$ cat src/rtl/serdesphy_tx_serializer.sv
// serdesphy_tx_serializer
// Pops bytes from the TX FIFO through a one-entry prefetch buffer and shifts
// them out LSB first, one bit per bit_tick. IDLE_PATTERN bytes fill the line
// whenever no data is pending. Counts completed data bytes and flags a sticky
// underrun when a data stream is broken by an idle byte.
//
// Ports:
//   clk, rst            clock, synchronous active-high reset
//   enable              0 forces DISABLED (serial_out low, no FIFO reads)
//   bit_tick            one-cycle strobe, advances the line by one bit
//   fifo_data/valid     FIFO read data, valid in the fifo_read cycle
//   fifo_empty          FIFO empty flag
//   fifo_read           registered FIFO read pulse
//   prbs_en             PRBS7 pattern select (optional feature)
//   clear_err           clears underrun (a same-cycle set wins)
//   serial_out          registered serial line
//   in_data             current byte is FIFO data
//   byte_count          completed data bytes, wraps
//   underrun            sticky stream-break flag
//
// Optional feature macro: SERDESPHY_TX_PRBS_EN (PRBS7, x^7+x^6+1, seed 7'h7F).
module serdesphy_tx_serializer #(
  parameter logic [7:0]  IDLE_PATTERN = 8'hAA,
  parameter int unsigned CNT_WIDTH    = 16
) (
  input  logic                 clk,
  input  logic                 rst,
  input  logic                 enable,
  input  logic                 bit_tick,
  input  logic [7:0]           fifo_data,
  input  logic                 fifo_valid,
  input  logic                 fifo_empty,
  output logic                 fifo_read,
  input  logic                 prbs_en,
  input  logic                 clear_err,
  output logic                 serial_out,
  output logic                 in_data,
  output logic [CNT_WIDTH-1:0] byte_count,
  output logic                 underrun
);

  typedef enum logic [1:0] {ST_DISABLED, ST_IDLE, ST_DATA} state_e;

  state_e               state_q, state_d;
  logic [2:0]           bit_idx_q, bit_idx_d;
  logic [7:0]           shift_q, shift_d;
  logic [7:0]           next_byte_q, next_byte_d;
  logic                 next_valid_q, next_valid_d;
  logic                 fifo_read_q, fifo_read_d;
  logic                 serial_q, serial_d;
  logic [CNT_WIDTH-1:0] cnt_q, cnt_d;
  logic                 underrun_q, underrun_d;
  logic [1:0]           hold_q, hold_d;
  logic                 active, boundary, capture, gap;

`ifdef SERDESPHY_TX_PRBS_EN
  logic [6:0] lfsr_q, lfsr_d;

  // Eight serial steps of the PRBS7 generator; the first emitted bit lands in bit 0.
  function automatic logic [14:0] prbs8(input logic [6:0] seed);
    logic [6:0] s;
    logic [7:0] b;
    s = seed;
    b = '0;
    for (int unsigned i = 0; i < 8; i++) begin
      b[i] = s[6];
      s    = {s[5:0], s[6] ^ s[5]};
    end
    return {s, b};
  endfunction
`else
  logic unused_prbs;
  assign unused_prbs = prbs_en;
`endif

  assign active   = enable && (state_q != ST_DISABLED) && bit_tick;
  assign boundary = active && (bit_idx_q == 3'd7);
  assign capture  = enable && fifo_read_q && fifo_valid;

  // State register
  always_ff @(posedge clk) begin
    if (rst) state_q <= ST_DISABLED;
    else     state_q <= state_d;
  end

  // Next-state logic: changes only at byte boundaries while enabled
  always_comb begin
    state_d = state_q;
    if (!enable) begin
      state_d = ST_DISABLED;
    end else if (state_q == ST_DISABLED) begin
      state_d = ST_IDLE;
    end else if (boundary) begin
`ifdef SERDESPHY_TX_PRBS_EN
      if (prbs_en)           state_d = ST_IDLE;
      else
`endif
      if (next_valid_q)      state_d = ST_DATA;
      else                   state_d = ST_IDLE;
    end
  end

  // Output logic
  always_comb begin
    in_data    = (state_q == ST_DATA);
    serial_out = serial_q;
    fifo_read  = fifo_read_q;
    byte_count = cnt_q;
    underrun   = underrun_q;
  end

  // Datapath next-state
  always_comb begin
    bit_idx_d    = bit_idx_q;
    shift_d      = shift_q;
    next_byte_d  = next_byte_q;
    next_valid_d = next_valid_q;
    serial_d     = serial_q;
    cnt_d        = cnt_q;
    hold_d       = hold_q;
    gap          = 1'b0;
`ifdef SERDESPHY_TX_PRBS_EN
    lfsr_d       = lfsr_q;
`endif
    if (!enable || state_q == ST_DISABLED) begin
      serial_d     = 1'b0;
      shift_d      = IDLE_PATTERN;
      bit_idx_d    = '0;
      next_valid_d = 1'b0;
`ifdef SERDESPHY_TX_PRBS_EN
      if (enable) lfsr_d = 7'h7F;
`endif
    end else if (bit_tick) begin
      serial_d = shift_q[bit_idx_q];
      if (bit_idx_q != 3'd7) begin
        bit_idx_d = bit_idx_q + 3'd1;
      end else begin
        bit_idx_d = '0;
        if (state_q == ST_DATA) cnt_d = cnt_q + 1'b1;
`ifdef SERDESPHY_TX_PRBS_EN
        if (prbs_en) begin
          {lfsr_d, shift_d} = prbs8(lfsr_q);
        end else
`endif
        if (next_valid_q) begin
          shift_d      = next_byte_q;
          next_valid_d = 1'b0;
        end else begin
          shift_d = IDLE_PATTERN;
          gap     = (state_q == ST_DATA);
        end
      end
    end

    // Capture after the boundary so a same-cycle consume-then-refill leaves next_valid set
    if (capture) begin
      next_byte_d  = fifo_data;
      next_valid_d = 1'b1;
      hold_d       = 2'd2;
    end else if (hold_q != 2'd0) begin
      hold_d = hold_q - 2'd1;
    end

    fifo_read_d = enable && !next_valid_q && !fifo_empty && !fifo_read_q && (hold_q == 2'd0);
`ifdef SERDESPHY_TX_PRBS_EN
    if (prbs_en) fifo_read_d = 1'b0;
`endif

    if (gap)            underrun_d = 1'b1;
    else if (clear_err) underrun_d = 1'b0;
    else                underrun_d = underrun_q;
  end

  always_ff @(posedge clk) begin
    if (rst) begin
      bit_idx_q    <= '0;
      shift_q      <= IDLE_PATTERN;
      next_byte_q  <= '0;
      next_valid_q <= 1'b0;
      fifo_read_q  <= 1'b0;
      serial_q     <= 1'b0;
      cnt_q        <= '0;
      underrun_q   <= 1'b0;
      hold_q       <= '0;
`ifdef SERDESPHY_TX_PRBS_EN
      lfsr_q       <= 7'h7F;
`endif
    end else begin
      bit_idx_q    <= bit_idx_d;
      shift_q      <= shift_d;
      next_byte_q  <= next_byte_d;
      next_valid_q <= next_valid_d;
      fifo_read_q  <= fifo_read_d;
      serial_q     <= serial_d;
      cnt_q        <= cnt_d;
      underrun_q   <= underrun_d;
      hold_q       <= hold_d;
`ifdef SERDESPHY_TX_PRBS_EN
      lfsr_q       <= lfsr_d;
`endif
    end
  end

endmodule

$ cat config.mk
export PLATFORM = sky130hd
export DESIGN_NAME = serdesphy_tx_serializer
export DESIGN_NICKNAME = d
export VERILOG_FILES = /design/src/rtl/serdesphy_tx_serializer.sv
export SDC_FILE = /design/constraint.sdc
export NUM_CORES = 1
export LEC_CHECK = 0
export CAP_MARGIN = 20
export CORE_AREA = 2 2 81 83
export CTS_CLUSTER_SIZE = 24
export DETAILED_ROUTE_END_ITERATION = 10
export DIE_AREA = 0 0 83 85
export GPL_TIMING_DRIVEN = 0
export PLACE_DENSITY_LB_ADDON = 0.25
export RECOVER_POWER = 50
export SLEW_MARGIN = 20
export SYNTH_ARGS = -nofsm -noshare
export SYNTH_HDL_FRONTEND = slang
export SYNTH_SLANG_ARGS = --single-unit
$ cat constraint.sdc
create_clock -name clk -period 2.1 [get_ports clk]
set_input_delay 0.21 -clock clk [delete_from_list [all_inputs] [get_ports clk]]
set_output_delay 0.21 -clock clk [all_outputs]
set_load 0.1 [all_outputs]
==> results.toml <==
[worst_setup_path]
rrSetupSlack_ns = 0.16
path_class = "flop to primary output"
start_kind = "flop"
required_ns = 1.89
cp_cell_sequence = "clkdlybuf4s50_1"
r2r_cells = 6
crit_buf_inv = 1
r2r_start = "bit_idx_q[1]"
reg2reg_to = "byte_count[13]"
crit_cells = 1
critPathSlowestCell = "clkdlybuf4s50_1"
cp.arrival_ns = 1.85
critPathTopFamily = "buffers and inverters"
worst-path-max-fanout = 5
slowest_delay_ns = 1.15
critPathCaptureType = "primary output"

[placed_design]
place.gp.congestion = 0.7320
pre_cts_ws_ns = -0.1177
postPlaceCellArea_um2 = 2278
io_buffers = 32
dpl.hpwl_um = 2970

[synthesis]
yosys_warnings = 0
synth_seq_cells = 43
async_flop_share = 0
synth_top_area_share = 0.4658
yosys_most_used_dff = "dfxtp_1"
synth_edf_count = 0
yosysSeqAreaShare = 0.4658
syn_inst = 209
ys_top_cells_by_area = "dfxtp_1 47%, a21oi_1 6.2%, nand2_1 5.9%, nor2_1 3.9%, o21ai_0 2.7%"
synth_area_per_cell_um2 = 8.842
syn_area_um2 = 1848
synthDistinctLibCells = 40
yosys.area.top_type = "dfxtp_1"
synth_nets = 228

[route]
vias = 1541
avgRoutedWirePerCell_um = 12.46
drtIter0Drc = 73
viasPerCell = 4.727
drc_errors = 0
first_pass_iters = 4
wl_um = 4061
ant_nets = 0

[cells_and_area]
multi_input_area_um2 = 937.1
utilization = 0.3850
drive_above_1_share = 0.1365
final_cell_area_um2 = 2389
nets = 267
regArea_um2 = 877.1
nFillCells = 652
antenna_cells = 0
area_delta_synth_final_pct = 29.25

[clock_network]
clk-insertion-delay-late_ns = 0.29
cts.sinks = 43
cts_tree = "built"
hold_buffers = 0
cts_buffers = 5
cts_buffer_depth = 2
cts.htree.levels = 2
cts_root_buf = "clkbuf_8"
clk_pin_slew_worst_paths_ns = 0.08

[status]
status = "completed"

[timing]
setup_viol = 0
slew_violations = 0
final.setup.worst_slack_ns = 0.04244
setup_tns_ns = 0
tightestPinTransition_ns = 0.9745
fin_crit_ns = 2.058
hold_violations = 0
slew_headroom = 0.3483
fin_crit_sh = 0.9798
fin_skew_ns = 0.004688
fmax_ghz = 0.4860

[floorplan]
core_um2 = 6205
die-height_um = 85
initial_core_util = 0.2978
die_x_um = 83
io-pin-count = 36
num_rows = 29
die-area_um2 = 7055

[power]
vdd_drop_max_mv = 0.2165
power_density_nw_per_um2 = 589.4
leakage_nw = 0.8425

[grt]
met2_usage = 0.1906
antenna_found_initial = 0
grt_pass1_vias = 1437
busiest_layer = "met2"
met1_usage = 0.1668
grt-ovfl-total = 0
grt_start_max_net_pins = 14
grt_pass1_wl_um = 7044
track_usage = 0.1225
met3_usage = 0.02821

[hold_path]
hold_path_class = "input port to flop"
holdPathEnd = "serial_out"
min_delay_path_depth = 2
min_from = "bit_tick"

[flow_run]
cap_violations = 0
-- per-stage QoR --
stage / total power [mW] / hold slack, ns / instances
after floorplan: 0.8789 / 0.2867 / 209
after global placement: 0.9149 / 0.4273 / 318
after detailed placement: 0.9155 / 0.4415 / 318
after CTS: 1.425 / 0.1391 / 326
after global routing: 1.468 / 0.1466 / 326
final: 1.408 / 0.1490 / 326
-- worst max-delay path by stage --
stage | startpoint | end | slack [ns]
after floorplan | byte_count[2] | byte_count[15] | 0.08
after global placement | bit_idx_q[1] | byte_count[13] | -0.13
after detailed placement | bit_idx_q[1] | byte_count[13] | -0.12
after CTS | bit_idx_q[1] | byte_count[12] | 0.009
after global routing | byte_count[2] | byte_count[2] | -0.009
final | byte_count[2] | byte_count[2] | 0.04
-- area by class of cell --
| class | count | area share |
|---|---|---|
| Timing Repair Buffer | 32 | 0.1351 |
| Inverter | 4 | 0.006286 |
| Clock inverter | 3 | 0.006286 |
| Multi-Input combinational cell | 151 | 0.3924 |
| Sequential cell | 43 | 0.3672 |
| Clock buffer | 5 | 0.02881 |
| Buffer | 11 | 0.02357 |
| Tap cell | 77 | 0.04034 |
-- metal layers --
layer  part of all wire  up-vias
met1               0.52      698
met3              0.030        7
met5                  0        -
li1                   -      814
met2               0.43       22
met4              0.016        0
-- sequential cells by signal (all words and copies together) (netlist names) --
| name | cells |
|---|---|
| state_q | 2 |
| shift_q | 8 |
| hold_q | 2 |
| bit_idx_q | 3 |
| next_byte_q | 8 |
| underrun | 1 |
| byte_count | 16 |
| next_valid_q | 1 |
| fifo_read | 1 |
| serial_out | 1 |
-- cell usage after synthesis (2+ instances only) --
| library cell | number |
|---|---|
| dfxtp_1 | 43 |
| nand2_1 | 29 |
| a21oi_1 | 23 |
| nor2_1 | 19 |
| o21ai_0 | 10 |
| nand3_1 | 9 |
| clkbuf_1 | 8 |
| nand4_1 | 5 |
| nor3_1 | 5 |
| inv_1 | 4 |
| nor3b_1 | 4 |
| or4_1 | 4 |
| xor2_1 | 4 |
| ha_1 | 3 |
| mux2i_1 | 3 |
| nor2b_1 | 3 |
| or3_1 | 3 |
| xnor2_1 | 3 |
| and3_1 | 2 |
| buf_6 | 2 |
| mux4_2 | 2 |
| nand4_2 | 2 |
| o31ai_1 | 2 |
-- cell families after synthesis --
kind of cell,count (synthesis),share of synthesized area
buffers and inverters,15,0.03859
adder cells (fa/ha/maj),3,0.02031
flip-flops,43,0.4658
AND/OR/NAND/NOR,96,0.2817
AO/OA/AOI/OAI,40,0.1198
XOR/XNOR,7,0.03318
multiplexers,5,0.04062
-- power breakdown --
group          internal (mW)  leakage, nW  switching (mW)
clock                  0.228       0.0477           0.284
combinational         0.0342        0.441          0.0381
sequential             0.819        0.354         0.00424
-- placed cells by master (no fill, tap or decap), types with 4 or more instances in the layout --
| master | instances |
|---|---|
| nor3_1 | 5 |
| nand4_1 | 5 |
| inv_1 | 4 |
| or4_1 | 4 |
| nor3b_1 | 4 |
| xor2_1 | 4 |
| dfxtp_2 | 13 |
| nor2_1 | 19 |
| nand2_1 | 29 |
| clkdlybuf4s50_1 | 27 |
| dfxtp_1 | 30 |
| nand3_1 | 9 |
| a21oi_1 | 23 |
| o21ai_0 | 10 |
| clkbuf_8 | 5 |
| clkbuf_1 | 9 |
-- what timing repair did --
item,CTS,global route
gates resized for setup,5,4
hold endpoints to repair,0,0
pin swaps,1,1
buffers inserted,0,0
setup endpoints to repair,7,4
Note: power is estimated with default switching activity, not from simulation.
